File: config.mk
export PLATFORM = sky130hd
export DESIGN_NAME = pe2ddr_wr_burst
export DESIGN_NICKNAME = d
export VERILOG_FILES = /design/src/rtl/pe2ddr_wr_burst_pkg.sv /design/src/rtl/pe2ddr_wr_burst_addr_gen.sv /design/src/rtl/pe2ddr_wr_burst.sv
export SDC_FILE = /design/constraint.sdc
export NUM_CORES = 1
export LEC_CHECK = 0
export BUFFER_PORTS_ARGS = -buffer_cell sky130_fd_sc_hd__buf_2
export CORE_AREA = 2 2 148 150
export CTS_CLUSTER_DIAMETER = 200
export DETAILED_ROUTE_END_ITERATION = 8
export DIE_AREA = 0 0 150 152
export GPL_ROUTABILITY_DRIVEN = 1
export GPL_TIMING_DRIVEN = 0
export PLACE_DENSITY_LB_ADDON = 0.2
export SKIP_CTS_REPAIR_TIMING = 1
export SYNTH_ARGS = -nofsm -noshare
export SYNTH_HDL_FRONTEND = slang
export SYNTH_SLANG_ARGS = --single-unit
File: constraint.sdc
create_clock -name clk -period 11.5 [get_ports clk]
set_clock_uncertainty 0.05 [all_clocks]
set_input_delay 3.45 -clock clk [delete_from_list [all_inputs] [get_ports clk]]
set_output_delay 3.45 -clock clk [all_outputs]
set_load 0.1 [all_outputs]
File: src/rtl/pe2ddr_wr_burst_pkg.sv
// Shared types and constants for the pe2ddr write-burst engine.
package pe2ddr_wr_burst_pkg;

  localparam int GP_DDR_ADDR_W = 32;
  localparam int GP_BURST_W    = 8;

  localparam logic [1:0] AXI_RESP_OKAY = 2'b00;

  // Write transfer descriptor handed over by the configuration stage
  typedef struct packed {
    logic [GP_DDR_ADDR_W-1:0] st_addr;
    logic [GP_BURST_W-1:0]    burst;
    logic [GP_DDR_ADDR_W-1:0] step;
    logic [GP_BURST_W-1:0]    burst_num;
  } ddr_burst_desc_t;

  typedef enum logic [1:0] {
    ST_IDLE  = 2'd0,
    ST_RUN   = 2'd1,
    ST_DRAIN = 2'd2,
    ST_DONE  = 2'd3
  } wr_state_e;

  // AXI length field is beats-1; a zero-beat burst never reaches the bus,
  // so it maps to 0 to keep awlen quiet.
  function automatic logic [7:0] burst_to_awlen(input logic [GP_BURST_W-1:0] b);
    logic [GP_BURST_W-1:0] m;
    m = b - GP_BURST_W'(1);
    return (b == '0) ? 8'h00 : 8'(m);
  endfunction

endpackage

File: src/rtl/pe2ddr_wr_burst_addr_gen.sv
// Write-address side: latches the descriptor, walks the burst addresses with
// an accumulator, counts issued bursts and throttles on outstanding responses.
module pe2ddr_wr_burst_addr_gen
  import pe2ddr_wr_burst_pkg::*;
#(
  parameter int MAX_OUTSTANDING = 4,
  localparam int CNT_W = GP_BURST_W + 1,
  localparam int OUT_W = $clog2(MAX_OUTSTANDING) + 1
) (
  input  logic                     clk,
  input  logic                     rst,
  input  logic                     load,
  input  ddr_burst_desc_t          desc,
  input  logic                     run,
  input  logic                     b_ack,
  input  logic                     awready,
  output logic [GP_DDR_ADDR_W-1:0] awaddr,
  output logic [7:0]               awlen,
  output logic                     awvalid,
  output logic [GP_BURST_W-1:0]    burst_lat,
  output logic [GP_BURST_W-1:0]    burst_num_lat,
  output logic [CNT_W-1:0]         aw_cnt,
  output logic [OUT_W-1:0]         outstanding
);

  logic [GP_DDR_ADDR_W-1:0] addr_reg, addr_next;
  logic [GP_DDR_ADDR_W-1:0] step_reg, step_next;
  logic [GP_BURST_W-1:0]    burst_reg, burst_next;
  logic [GP_BURST_W-1:0]    burst_num_reg, burst_num_next;
  logic [7:0]               awlen_reg, awlen_next;
  logic                     awvalid_reg, awvalid_next;
  logic [CNT_W-1:0]         aw_cnt_reg, aw_cnt_next;
  logic [OUT_W-1:0]         out_reg, out_next;
  logic                     aw_hs;

  // Next-state for descriptor latch, accumulator, counters and awvalid
  always_comb begin
    aw_hs          = awvalid_reg & awready;
    addr_next      = addr_reg;
    step_next      = step_reg;
    burst_next     = burst_reg;
    burst_num_next = burst_num_reg;
    awlen_next     = awlen_reg;
    aw_cnt_next    = aw_cnt_reg + CNT_W'(aw_hs);
    // simultaneous issue and response cancel out
    out_next       = out_reg + OUT_W'(aw_hs) - OUT_W'(b_ack);
    awvalid_next   = 1'b0;
    if (load) begin
      addr_next      = desc.st_addr;
      step_next      = desc.step;
      burst_next     = desc.burst;
      burst_num_next = desc.burst_num;
      awlen_next     = burst_to_awlen(desc.burst);
      aw_cnt_next    = '0;
      out_next       = '0;
      awvalid_next   = (desc.burst != '0) && (desc.burst_num != '0);
    end else begin
      if (aw_hs) begin
        addr_next = addr_reg + step_reg;
      end
      if (awvalid_reg && !awready) begin
        awvalid_next = 1'b1;
      end else if (run) begin
        // registered awvalid looks at next-cycle counts so the limit holds
        awvalid_next = (aw_cnt_next < {1'b0, burst_num_reg}) &&
                       (out_next < OUT_W'(MAX_OUTSTANDING));
      end
    end
  end

  // Address-side state registers
  always_ff @(posedge clk) begin
    if (rst) begin
      addr_reg      <= '0;
      step_reg      <= '0;
      burst_reg     <= '0;
      burst_num_reg <= '0;
      awlen_reg     <= '0;
      awvalid_reg   <= 1'b0;
      aw_cnt_reg    <= '0;
      out_reg       <= '0;
    end else begin
      addr_reg      <= addr_next;
      step_reg      <= step_next;
      burst_reg     <= burst_next;
      burst_num_reg <= burst_num_next;
      awlen_reg     <= awlen_next;
      awvalid_reg   <= awvalid_next;
      aw_cnt_reg    <= aw_cnt_next;
      out_reg       <= out_next;
    end
  end

  assign awaddr        = addr_reg;
  assign awlen         = awlen_reg;
  assign awvalid       = awvalid_reg;
  assign burst_lat     = burst_reg;
  assign burst_num_lat = burst_num_reg;
  assign aw_cnt        = aw_cnt_reg;
  assign outstanding   = out_reg;

endmodule

File: src/rtl/pe2ddr_wr_burst.sv
// Executes one pe2ddr write descriptor as a series of AXI write bursts and
// pulses done once every burst has been answered.
module pe2ddr_wr_burst
  import pe2ddr_wr_burst_pkg::*;
#(
  parameter int DDR_ADDR_W      = GP_DDR_ADDR_W,
  parameter int BURST_W         = GP_BURST_W,
  parameter int DATA_W          = 64,
  parameter int MAX_OUTSTANDING = 4
) (
  input  logic                  clk,
  input  logic                  rst,
  input  logic                  start,
  input  logic [DDR_ADDR_W-1:0] st_addr,
  input  logic [BURST_W-1:0]    burst,
  input  logic [DDR_ADDR_W-1:0] step,
  input  logic [BURST_W-1:0]    burst_num,
  output logic                  done,
  output logic                  busy,
  output logic                  err,
  input  logic [DATA_W-1:0]     in_data,
  input  logic                  in_valid,
  output logic                  in_ready,
  output logic [DDR_ADDR_W-1:0] awaddr,
  output logic [7:0]            awlen,
  output logic                  awvalid,
  input  logic                  awready,
  output logic [DATA_W-1:0]     wdata,
  output logic                  wvalid,
  output logic                  wlast,
  input  logic                  wready,
  input  logic [1:0]            bresp,
  input  logic                  bvalid,
  output logic                  bready
);

  localparam int CNT_W = BURST_W + 1;
  localparam int OUT_W = $clog2(MAX_OUTSTANDING) + 1;

  wr_state_e            state_reg, state_next;
  logic [BURST_W-1:0]   beat_cnt_reg, beat_cnt_next;
  logic [CNT_W-1:0]     w_burst_cnt_reg, w_burst_cnt_next;
  logic [CNT_W-1:0]     b_cnt_reg, b_cnt_next;
  logic                 err_reg, err_next;

  ddr_burst_desc_t      desc_in;
  logic                 accept;
  logic                 run;
  logic [BURST_W-1:0]   burst_lat;
  logic [BURST_W-1:0]   burst_num_lat;
  logic [CNT_W-1:0]     aw_cnt;
  logic [CNT_W-1:0]     aw_cnt_next;
  logic [CNT_W-1:0]     bn_ext;
  logic [OUT_W-1:0]     outstanding;
  logic                 data_ok;
  logic                 beat_last;
  logic                 w_hs;
  logic                 wlast_hs;
  logic                 b_hs;

  assign accept  = start && (state_reg == ST_IDLE);
  assign run     = (state_reg == ST_RUN);
  assign desc_in = '{st_addr: st_addr, burst: burst, step: step, burst_num: burst_num};
  assign bn_ext  = {1'b0, burst_num_lat};

  pe2ddr_wr_burst_addr_gen #(
    .MAX_OUTSTANDING(MAX_OUTSTANDING)
  ) u_addr_gen (
    .clk          (clk),
    .rst          (rst),
    .load         (accept),
    .desc         (desc_in),
    .run          (run),
    .b_ack        (b_hs),
    .awready      (awready),
    .awaddr       (awaddr),
    .awlen        (awlen),
    .awvalid      (awvalid),
    .burst_lat    (burst_lat),
    .burst_num_lat(burst_num_lat),
    .aw_cnt       (aw_cnt),
    .outstanding  (outstanding)
  );

  // Data may only flow for bursts whose address has already been accepted
  assign data_ok   = run && (aw_cnt > w_burst_cnt_reg);
  assign beat_last = (beat_cnt_reg == burst_lat - BURST_W'(1));
  assign wdata     = in_data;
  assign wvalid    = in_valid & data_ok;
  assign in_ready  = wready & data_ok;
  assign wlast     = data_ok & beat_last;
  assign w_hs      = wvalid & wready;
  assign wlast_hs  = w_hs & beat_last;

  assign bready    = ((state_reg == ST_RUN) || (state_reg == ST_DRAIN)) && (outstanding != '0);
  assign b_hs      = bvalid & bready;

  assign aw_cnt_next = aw_cnt + CNT_W'(awvalid & awready);

  assign done = (state_reg == ST_DONE);
  assign busy = (state_reg != ST_IDLE);
  assign err  = err_reg;

  // Beat, burst and response counters plus sticky error
  always_comb begin
    beat_cnt_next    = beat_cnt_reg;
    w_burst_cnt_next = w_burst_cnt_reg + CNT_W'(wlast_hs);
    b_cnt_next       = b_cnt_reg + CNT_W'(b_hs);
    err_next         = err_reg | (b_hs && (bresp != AXI_RESP_OKAY));
    if (w_hs) begin
      beat_cnt_next = beat_last ? '0 : beat_cnt_reg + BURST_W'(1);
    end
    if (accept) begin
      beat_cnt_next    = '0;
      w_burst_cnt_next = '0;
      b_cnt_next       = '0;
      err_next         = 1'b0;
    end
  end

  // Transfer FSM; completion is judged on next-cycle counts so done lands
  // exactly one cycle after the final response handshake
  always_comb begin
    state_next = state_reg;
    unique case (state_reg)
      ST_IDLE: begin
        if (accept) begin
          state_next = ((burst != '0) && (burst_num != '0)) ? ST_RUN : ST_DONE;
        end
      end
      ST_RUN: begin
        if ((aw_cnt_next == bn_ext) && (w_burst_cnt_next == bn_ext)) begin
          state_next = (b_cnt_next == bn_ext) ? ST_DONE : ST_DRAIN;
        end
      end
      ST_DRAIN: begin
        if (b_cnt_next == bn_ext) begin
          state_next = ST_DONE;
        end
      end
      ST_DONE: begin
        state_next = ST_IDLE;
      end
      default: state_next = ST_IDLE;
    endcase
  end

  // State and counter registers
  always_ff @(posedge clk) begin
    if (rst) begin
      state_reg       <= ST_IDLE;
      beat_cnt_reg    <= '0;
      w_burst_cnt_reg <= '0;
      b_cnt_reg       <= '0;
      err_reg         <= 1'b0;
    end else begin
      state_reg       <= state_next;
      beat_cnt_reg    <= beat_cnt_next;
      w_burst_cnt_reg <= w_burst_cnt_next;
      b_cnt_reg       <= b_cnt_next;
      err_reg         <= err_next;
    end
  end

endmodule

# Word-level counts from Yosys, hierarchy flattened
# Index checks and enable logic that the tools add are counted.
[op_classes]
addsub = 10
magnitude_cmp = 3
eq_ne = 10
mux = 15
bitwise_logic = 9
reduce_logical = 20
[op_table]
columns = ["op", "count"]
rows = [
  ["two-way mux 32 bit", 2],
  ["adder 9 x 1 -> 9 bit", 4],
  ["adder 32 bit", 1],
  ["== test 9 x 8 -> 1 bit", 3],
  ["two-way mux 9 bit", 2],
  ["two-way mux 8 bit", 2],
  ["nonzero test 8 bit", 2],
  ["subtractor 8 x 1 -> 8 bit (second input constant)", 2],
  ["> comparator 9 bit", 1],
  ["< comparator 9 x 8 -> 1 bit", 1],
  ["adder 8 x 1 -> 8 bit (second input constant)", 1],
  ["AND 1 bit", 8],
  ["== test 8 bit", 1],
  ["logical AND 1 bit", 8],
  ["zero test 8 bit", 1],
  ["two-way mux 2 bit", 4],
  ["one-hot mux 2 bit (4 select lines)", 1],
  ["nonzero test 2 bit", 3],
  ["== test 2 bit (second input constant)", 2],
  ["two-way mux 1 bit", 4],
  ["inequality test 2 x 1 -> 1 bit (second input constant)", 2],
  ["adder 3 x 1 -> 3 bit", 1],
  ["< comparator 3 bit (second input constant)", 1],
  ["AND reduction 3 bit", 1],
  ["9 further kinds", 9],
]
[word_totals]
register_bits = 130
out_inout_bits = 112

# Logic depth before layout (Yosys ltp)
[depth]
depth_word = 11
depth_mapped = 22
mapped_depth_nobuf = 21

# Hierarchy
# From an unflattened synthesis, not the netlist that was laid out.
[unflattened]
hier_cells = 1104
hier_area_um2 = 8967.4
[by_module_without_submodules]
columns = ["module", "instances", "cells_per_inst", "area_per_inst_um2", "seq_area_each_um2"]
rows = [
  ["pe2ddr_wr_burst_addr_gen", 1, 711, 5921.9, 2021.9],
  ["pe2ddr_wr_burst", 1, 393, 3045.4, 580.6],
]

# Least setup slack after synthesis
# Ideal clock, no wire load.
[synth_timing]
path_kind = "input -> output"
start = "in in_valid"
end = "out wvalid"
arrival_time_ns = 4.728
setup_slack_ns = 3.272
path_stages = 2
n_path_buf = 0
cell_sequence = "inv_1 -> nor2_1"
[synth_via]
elab_chain_len = 1
[synth_lines]
columns = ["item", "line_no", "source"]
rows = [
  ["from (decl)", "pe2ddr_wr_burst.sv:22", "input logic in_valid,"],
  ["AND 1 bit", "pe2ddr_wr_burst.sv:89", "assign wvalid = in_valid & data_ok;"],
  ["to (decl)", "pe2ddr_wr_burst.sv:29", "output logic wvalid,"],
]
# Every way passes these cells.

# Final worst setup path
[layout_timing]
start = "in wready"
end = "out in_ready"
[layout_via]
elab_chain_len = 1
[layout_lines]
columns = ["item", "line_no", "source"]
rows = [
  ["from (decl)", "pe2ddr_wr_burst.sv:31", "input logic wready,"],
  ["AND 1 bit", "pe2ddr_wr_burst.sv:90", "assign in_ready = wready & data_ok;"],
  ["to (decl)", "pe2ddr_wr_burst.sv:23", "output logic in_ready,"],
]
# Every way passes these cells.

==> parameters.txt <==
Parameter                              Value

Outcome
  Outcome    complete, no violations

Synth
  Number of synthesized flops with an enable pin    0
  Mapped Cells    approximately 1100
  Mean cell area of the mapped netlist    just under 8 um2
  Count of warnings emitted by yosys    0
  Post-synthesis instance area    between 8000 and 9000 um2
  Number of storage elements in the synthesis netlist    130
  Asr flop ratio synth    0
  Nets in the synthesized netlist    1300
  Count of different cell masters after synthesis    62
  Leading register cell type out of synthesis    dfxtp_1
  Proportion of synthesized chip area in sequential cells    0.312

Power and ir drop
  Power density relative to cell area    between 200 and 250 nW/um2
  Overall Power    roughly 0.0023 W
  Maximum VDD drop    118 uV
  Standby leakage power    4.66 nW

Setup path
  Critical Path Start Type    input pin
  Worst setup path category    input pin to output port
  Worst EP arrival    between 4 and 5 ns
  CP required    about 8 ns
  Type of element capturing the critical path    output port
  Critical-path maximum fanout    9

GRT
  GRT Resource Usage Total    0.214
  Number of global-route vias before repair    approximately 7800
  Pin count of the biggest net entering global routing    17
  Global route overflow    0
  Number of antenna violations at the first check in global routing    2
  Global-route wire length before repair    38800 um

Floorplanning
  Top-Level Pins    between 200 and 300
  Core outline area    about 21000 um2
  Rows    54
  Initial standard-cell utilization of the core    0.391
  Vertical extent of the die    between 150 and 200 um
  Full die area    approximately 23000 um2
  Die outline width    approximately 150 um

Timing
  Worst max-slew margin expressed relative to the limit    0.475
  Fmax    ~130 MHz
  Final TNS setup    0 ns
  Slew at the pin closest to its max-slew limit    slightly below 0.8 ns
  Final cycle utilization of the critical path    0.693
  Worst setup slack after layout    ~3.5 ns
  Final Hold Violating Endpoints    0
  Setup violators final    0
  Crit path time final    about 8 ns
  RSZ-0062 raised after global routing    false
  Final number of max-transition violations    0

Worst hold path
  HP Class    register to register

Layout
  Layout filler cell count    about 2200
  Net count, final    ~1500
  Area used by multi-input combinational logic    ~4900 um2
  Area of all sequential standard cells    roughly 2600 um2
  Final standard cell count with taps included and fillers excluded    ~1600
  Synthesis-to-layout area growth    24.1%
  Final standard cell area without fillers    between 10000 and 15000 um2
  Layout cells sized above 1    0.239
  Top library cells by usage in the layout, fill and taps aside    buf_2 (202), nand2_1 (188), dfxtp_1 (130)
  Leading cell type in the layout, fill and taps excluded    buf_2

CTS
  Clock transition time at the flip-flop clock pins of the worst setup and hold paths    0.06 ns
  Deepest level of the CTS H-tree    4
  Clock tree buffer depth    2
  Insertion delay of the later-clocked pin in the worst-skew pair    between 0.4 and 0.5 ns
  Clk sink count    130
  TritonCTS clock tree    yes
  Clock buffers created by TritonCTS    17
  Clk Tree Root Cell    clkbuf_16

Place
  Placer congestion estimate    0.868
  Count of buffers from port buffering    slightly below 200
  Instance area at placement    slightly below 10000 um2
  Worst slack after detailed placement    roughly 3.5 ns
  Half-perimeter wire length of the detailed placement result    roughly 19000 um
  Placed cells    around 1600

Route
  1st-pass router iterations    5
  Wire length after detailed routing    ~24000 um
  DRC violation count after routing    0
  Average vias per placed instance    5.04
  Iteration-0 DRC count of the detailed router    ~370
  Antenna Nets Post-Route    0
  WL per Instance    approximately 15 um
  Total vias in the final route    approximately 8000

Job
  Max-cap check violation count    0
## kinds of logic (layout without fill, tap and decap cells)
family | count (synthesis) | after routing | share of synthesized area
AND/OR/NAND/NOR | 411 | 411 | 0.219
flip-flops | 130 | 130 | 0.312
other | 0 | 2 | 0
AO/OA/AOI/OAI | 237 | 237 | 0.184
adder cells (fa/ha/maj) | 66 | 66 | 0.101
buffers and inverters | 157 | 388 | 0.0998
XOR/XNOR | 78 | 78 | 0.0818
multiplexers | 2 | 2 | 0.00240
## path summary, 6_finish.rpt
path	slack [ns]	cells after the start	end	from
setup reg to reg	6.62	22	state_reg[0]$_SDFFE_PP0P_	w_burst_cnt_reg[1]$_SDFF_PP0_
setup / recovery	3.53	4	in_ready	wready
hold / removal	0.40	2	u_addr_gen.awlen[2]$_SDFFE_PP0P_	u_addr_gen.awlen[2]$_SDFFE_PP0P_
hold reg to reg	0.40	2	u_addr_gen.awlen[2]$_SDFFE_PP0P_	u_addr_gen.awlen[2]$_SDFFE_PP0P_
## critical path: stages
cell,delay (ns)
buf_2,0.07
o2111a_1,0.16
clkbuf_1,0.29
buf_2,0.50
## layout make-up
type                    instances  share of cell area
clock buffers                  21              0.0464
diodes                          2            0.000483
repair buffers                199              0.0962
multi-input cells             794               0.474
flip-flops and latches        130               0.251
well taps                     280              0.0338
clock inverters                11              0.0170
inverters                      46              0.0167
plain buffers                 111              0.0638
## synth_stat cells, types with 5 or more instances
library cell,n,area (um2)
o21ai_0,33,165
a21o_1,18,135
nand4_1,13,81.3
o21a_1,11,82.6
nand3_1,20,100
xnor2_1,49,429
xor2_1,29,254
inv_1,46,173
clkbuf_1,42,158
ha_1,64,801
nor2b_1,10,62.6
o211ai_1,9,67.6
nand2_1,188,706
nor3_1,19,95.1
a21oi_1,94,470
and2_1,21,131
a31oi_1,6,37.5
or3_1,5,31.3
a211oi_1,12,90.1
nor2_1,101,379
buf_4,64,480
and3_1,8,50.1
nor4_1,7,43.8
a311oi_1,20,175
dfxtp_1,130,2600
## through the flow
stage / utilization / hold slack (ns)
after floorplan: - / 0.390
after global placement: 0.454 / 0.382
after detailed placement: 0.454 / 0.391
after CTS: 0.485 / 0.405
after global routing: 0.485 / 0.431
final: 0.485 / 0.402
## layer usage
metal	track usage	vias to the layer above	wire, um
li1	-	4091	-
met1	0.273	3682	10800
met2	0.358	219	11500
met3	0.0330	48	1230
met4	0.0863	0	742
met5	0	-	0
## where the power goes
part | switching [W] | internal [W]
clock network | 0.000214 | 0.000387
logic | 0.000811 | 0.000280
registers | 0.0000661 | 0.000526
Note: power is estimated with default switching activity, not from simulation.
